`config.mk`:
```
export PLATFORM = sky130hd
export DESIGN_NAME = truth_sweep_driver
export DESIGN_NICKNAME = d
export VERILOG_FILES = /design/src/rtl/sweep_pkg.sv /design/src/rtl/lowest_set_idx16.sv /design/src/rtl/truth_sweep_driver.sv
export SDC_FILE = /design/constraint.sdc
export NUM_CORES = 1
export LEC_CHECK = 0
export ABC_AREA = 1
export CORE_MARGIN = 2
export CORE_UTILIZATION = 50
export DETAILED_ROUTE_END_ITERATION = 6
export GPL_ROUTABILITY_DRIVEN = 1
export GPL_TIMING_DRIVEN = 0
export HOLD_SLACK_MARGIN = 0.02
export PLACE_DENSITY = 0.77
export SYNTH_ARGS = -nofsm -noshare
export SYNTH_HDL_FRONTEND = slang
export SYNTH_SLANG_ARGS = --single-unit
```
`constraint.sdc`:
```
create_clock -name clk -period 2.1 [get_ports clk]
set_input_delay 0.315 -clock clk [delete_from_list [all_inputs] [get_ports clk]]
set_output_delay 0.315 -clock clk [all_outputs]
set_load 0.1 [all_outputs]
```
`src/rtl/sweep_pkg.sv`:
```
// rtl/sweep_pkg.sv - shared types and vector ordering for the truth-table sweep
//
// Purpose : state encoding, vector count and the step -> driven-minterm mapping.
// Macro   : SWEEP_GRAY_EN selects Gray-code drive order (default: binary order).
package sweep_pkg;

  typedef enum logic [1:0] {
    IDLE,
    SETTLE,
    CHECK
  } state_e;

  localparam int NUM_VECTORS = 16;

  // Minterm driven at a given sweep step. Gray order changes one input per
  // step so the function block never sees a multi-input transition.
  function automatic logic [3:0] vec_of(input logic [3:0] step);
`ifdef SWEEP_GRAY_EN
    return step ^ (step >> 1);
`else
    return step;
`endif
  endfunction

endpackage

```
`src/rtl/lowest_set_idx16.sv`:
```
// rtl/lowest_set_idx16.sv - 16-to-4 priority encoder, lowest set bit wins
//
// Purpose : index of the lowest set bit of vec_i; 0 when vec_i is all zero.
// Ports   : vec_i [15:0] input vector
//           idx_o [3:0]  index of lowest set bit
module lowest_set_idx16 (
  input  logic [15:0] vec_i,
  output logic [3:0]  idx_o
);

  // Scan from the top down so the last hit, the lowest index, sticks.
  always_comb begin
    idx_o = 4'd0;
    for (int i = 15; i >= 0; i--) begin
      if (vec_i[i]) idx_o = 4'(i);
    end
  end

endmodule

```
`src/rtl/truth_sweep_driver.sv`:
```
// rtl/truth_sweep_driver.sv - exhaustive 4-input stimulus, capture and compare
//
// Purpose : on start, drives all 16 minterms into an external combinational
//           function block, holds each for HOLD_CYCLES, samples f into a truth
//           table and compares it against EXPECTED.
// Macro   : SWEEP_GRAY_EN (see sweep_pkg) selects Gray drive order.
// Params  : HOLD_CYCLES  cycles per vector before sampling (>= 1)
//           EXPECTED     expected truth table, bit i = f(minterm i)
// Ports   : clk, rst_n      clock, async active-low reset
//           start          begin sweep (only honoured in IDLE)
//           f_in           function block output
//           abcd [3:0]     driven vector {A,B,C,D}
//           busy           sweep in progress (SETTLE/CHECK)
//           done           one-cycle result-valid pulse
//           table_out [15:0] captured truth table
//           pass           table_out == EXPECTED
//           mismatch_idx [3:0] lowest differing minterm, 0 on pass
module truth_sweep_driver
  import sweep_pkg::*;
#(
  parameter int          HOLD_CYCLES = 2,
  parameter logic [15:0] EXPECTED    = 16'h0000
) (
  input  logic        clk,
  input  logic        rst_n,
  input  logic        start,
  input  logic        f_in,
  output logic [3:0]  abcd,
  output logic        busy,
  output logic        done,
  output logic [15:0] table_out,
  output logic        pass,
  output logic [3:0]  mismatch_idx
);

  localparam int              CW        = $clog2(HOLD_CYCLES) + 1;
  localparam logic [CW-1:0]   HOLD_LAST = CW'(HOLD_CYCLES - 1);
  localparam logic [3:0]      LAST_STEP = 4'(NUM_VECTORS - 1);

  state_e        state_q;
  logic [3:0]    step_q;
  logic [CW-1:0] cnt_q;
  logic [3:0]    abcd_q;
  logic          busy_q;
  logic          done_q;
  logic [15:0]   table_q;
  logic          pass_q;
  logic [3:0]    mismatch_q;

  logic [3:0]    first_diff;

  lowest_set_idx16 u_first_diff (
    .vec_i (table_q ^ EXPECTED),
    .idx_o (first_diff)
  );

  always_ff @(posedge clk or negedge rst_n) begin
    if (!rst_n) begin
      state_q    <= IDLE;
      step_q     <= 4'd0;
      cnt_q      <= '0;
      abcd_q     <= 4'd0;
      busy_q     <= 1'b0;
      done_q     <= 1'b0;
      table_q    <= 16'h0000;
      pass_q     <= 1'b0;
      mismatch_q <= 4'd0;
    end else begin
      done_q <= 1'b0;
      case (state_q)
        IDLE: begin
          if (start) begin
            state_q    <= SETTLE;
            step_q     <= 4'd0;
            cnt_q      <= '0;
            table_q    <= 16'h0000;
            pass_q     <= 1'b0;
            mismatch_q <= 4'd0;
            abcd_q     <= vec_of(4'd0);
            busy_q     <= 1'b1;
          end
        end
        SETTLE: begin
          if (cnt_q == HOLD_LAST) begin
            // Capture by the driven minterm, so the table is order-independent.
            table_q[abcd_q] <= f_in;
            cnt_q           <= '0;
            if (step_q == LAST_STEP) begin
              state_q <= CHECK;
            end else begin
              step_q <= step_q + 4'd1;
              abcd_q <= vec_of(step_q + 4'd1);
            end
          end else begin
            cnt_q <= cnt_q + 1'b1;
          end
        end
        CHECK: begin
          pass_q     <= (table_q == EXPECTED);
          mismatch_q <= first_diff;
          done_q     <= 1'b1;
          busy_q     <= 1'b0;
          state_q    <= IDLE;
        end
        default: state_q <= IDLE;
      endcase
    end
  end

  assign abcd         = abcd_q;
  assign busy         = busy_q;
  assign done         = done_q;
  assign table_out    = table_q;
  assign pass         = pass_q;
  assign mismatch_idx = mismatch_q;

endmodule

```
==> flow_metrics.env <==
export IMPL_yosysUniqueCellTypes=28
export IMPL_synth_avg_cell_area_um2=8.152
export IMPL_grt_first_pass_wirelength_mm=5.644
export IMPL_cpMaxStageDelayCell="dlygate4sd2_1"
export IMPL_dieArea_um2=3698
export IMPL_place_ws_ns=0.05654
export IMPL_nNetsFinal=243
export IMPL_slew_viol_final=0
export IMPL_row_count=20
export IMPL_vias=1459
export IMPL_area_growth_pct=23.02
export IMPL_cts_buffers=5
export IMPL_viasPerCell=5.211
export IMPL_max_stage_delay_ns=0.88
export IMPL_tightestPinTransition_ns=0.9853
export IMPL_insertion_delay_ns=0.33
export IMPL_dp_hpwl_mm=2.507
export IMPL_holdWs_ns=0.007474
export IMPL_netlist_instances=198
export IMPL_die_h_um=60.82
export IMPL_netlist_area_um2=1614
export IMPL_synth_seq_cells=31
export IMPL_drive_gt1_frac=0.1102
export IMPL_finalWorstSetupSlack_ns=0.1214
export IMPL_hold_class="primary input to asynchronous set/reset pin"
export IMPL_n_antenna_cell=0
export IMPL_final_cell_mix="40 x nand2_1, 33 x inv_1, 29 x dfrtp_1"
export IMPL_cp_buffers_inverters=1
export IMPL_grt_util_all_layers=0.2101
export IMPL_grt_overflow=0
export IMPL_period_share=0.9422
export IMPL_ant_nets=0
export IMPL_status="completed"
export IMPL_arrival_ns=1.66
export IMPL_setup_tns_ns=0
export IMPL_tritoncts="yes"
export IMPL_synth_top_cell_by_area="dfrtp_1"
export IMPL_cts_hold_fix_buffers=0
export IMPL_drt_iter0_drc=95
export IMPL_cp_start_kind="flip-flop"
export IMPL_yosysTopAreaCellShare=0.4806
export IMPL_grt_max_degree=32
export IMPL_drc_errors=0
export IMPL_cp_end_kind="primary output"
export IMPL_cts_path_max_buffers=2
export IMPL_post_drt_wl_per_cell_um=12.18
export IMPL_grt_pass1_vias=1292
export IMPL_dr_pass1_iters=4
export IMPL_syn_num_nets=206
export IMPL_finalHoldViolations=0
export IMPL_io_pins=31
export IMPL_crit_type="flip-flop to primary output"
export IMPL_place_congestion=0.8578
export IMPL_start_util=0.5287
export IMPL_htreeDepth=2
export IMPL_portBuffers=30
export IMPL_worst_clock_skew_ns=0.009521
export IMPL_crit_fanout=7
export IMPL_coreArea_um2=3053
export IMPL_dp_cells=272
export IMPL_grt_setup_unrepaired="false"
export IMPL_ys_seq_area_frac=0.4806
export IMPL_cts_sinks=31
export IMPL_clkTransAtPathRegs_ns=0.10
export IMPL_yosys_top_cells_area="dfrtp_1 48%, nand2_1 9.3%, inv_1 7.7%"
export IMPL_antenna_found_initial=0
export IMPL_finalSetupViolCount=0
export IMPL_crit_chain="dlygate4sd2_1"
export IMPL_final_common_cell="nand2_1"
export IMPL_cts_root_buf="clkbuf_4"
export IMPL_max_freq_ghz=0.5054
export IMPL_slew_headroom=0.3457
export IMPL_fin_cells=280
export IMPL_worst_ep_required_time_ns=1.78
export IMPL_drt_wl_total_mm=3.410
export IMPL_fp_dieW_um=60.82
export IMPL_period_needed_ns=1.979
export IMPL_cap_violations=0
export IMPL_ys_warn_count=0
export IMPL_crit_family="buffers and inverters"
[cell usage after synthesis]
library cell	number
nor2_1	13
nand3_2	1
o22ai_1	14
inv_2	2
clkbuf_1	1
buf_2	4
dfrtp_1	31
nor4_1	3
a32o_1	1
nand2_2	1
nand4_1	1
o21ai_1	3
a22o_1	1
a21oi_2	1
a21oi_1	17
o211ai_1	1
nor3_2	2
nor2_2	1
ha_1	4
inv_1	33
nand2_1	40
nor2_4	1
o21ai_0	7
o41ai_1	1
a21oi_4	1
nand2_4	1
nand3_1	11
a31oi_1	1
[what timing repair did]
action,CTS,global route
gates resized for setup,27,0
buffers inserted,0,0
endpoints found under the setup margin,27,0
[through the flow]
stage	util	area, µm²
floorplan	-	1617
global placement	0.6459	1972
detailed placement	0.6459	1972
CTS	0.6520	1991
global route	0.6504	1986
finish	0.6504	1986
[flip-flops by register name, summed over array words and instances (netlist names)]
register	count
table_out	16
abcd	4
mismatch_idx	4
cnt_q	2
state_q	2
busy	1
done	1
pass	1
[cells by family after synthesis]
logic type | share of synthesized area
compound gates | 0.1791
flops | 0.4806
simple gates | 0.2132
buf+inv | 0.09612
fa+ha+maj | 0.03101
[per-layer routing]
layer / track usage / wire (µm) / vias to the layer above
li1: - / - / 724
met1: 0.2795 / 1608 / 675
met2: 0.3287 / 1534 / 49
met3: 0.04691 / 178 / 11
met4: 0.09627 / 88 / 0
met5: 0 / 0 / -
[worst reg2reg max path, stage by stage, from the launching register on]
cell	delay, ns
dfrtp_1	0.37
buf_2	0.18
nand2_2	0.12
a21oi_2	0.05
nor2_4	0.14
nand2_4	0.10
a21oi_4	0.20
nand4_1	0.14
o21ai_1	0.14
a21oi_1	0.05
[worst paths after layout]
check	start	cells after the start	to	slack, ns
setup reg to reg	state_q[0]	9	abcd[3]	0.50
min in group clk	busy	2	busy	0.47
max in group asynchronous	rst_n	1	abcd[1]	1.60
hold / removal	rst_n	1	mismatch_idx[1]	0.007
hold reg to reg	busy	2	busy	0.47
setup / recovery	abcd[3]	1	abcd[3]	0.12
[final cells by class]
cell class	count	area (µm²)
Buffer	5	23.77
Clock buffer	5	37.54
Clock inverter	3	15.01
Fill cell	291	1067
Inverter	35	131.4
Multi-Input combinational cell	127	683.2
Sequential cell	31	778.2
Tap cell	44	55.05
Timing Repair Buffer	30	261.5
Power is left out: the tool's default activity adds up to more than one toggle a clock period on the data nets, which glitch-free logic cannot reach.
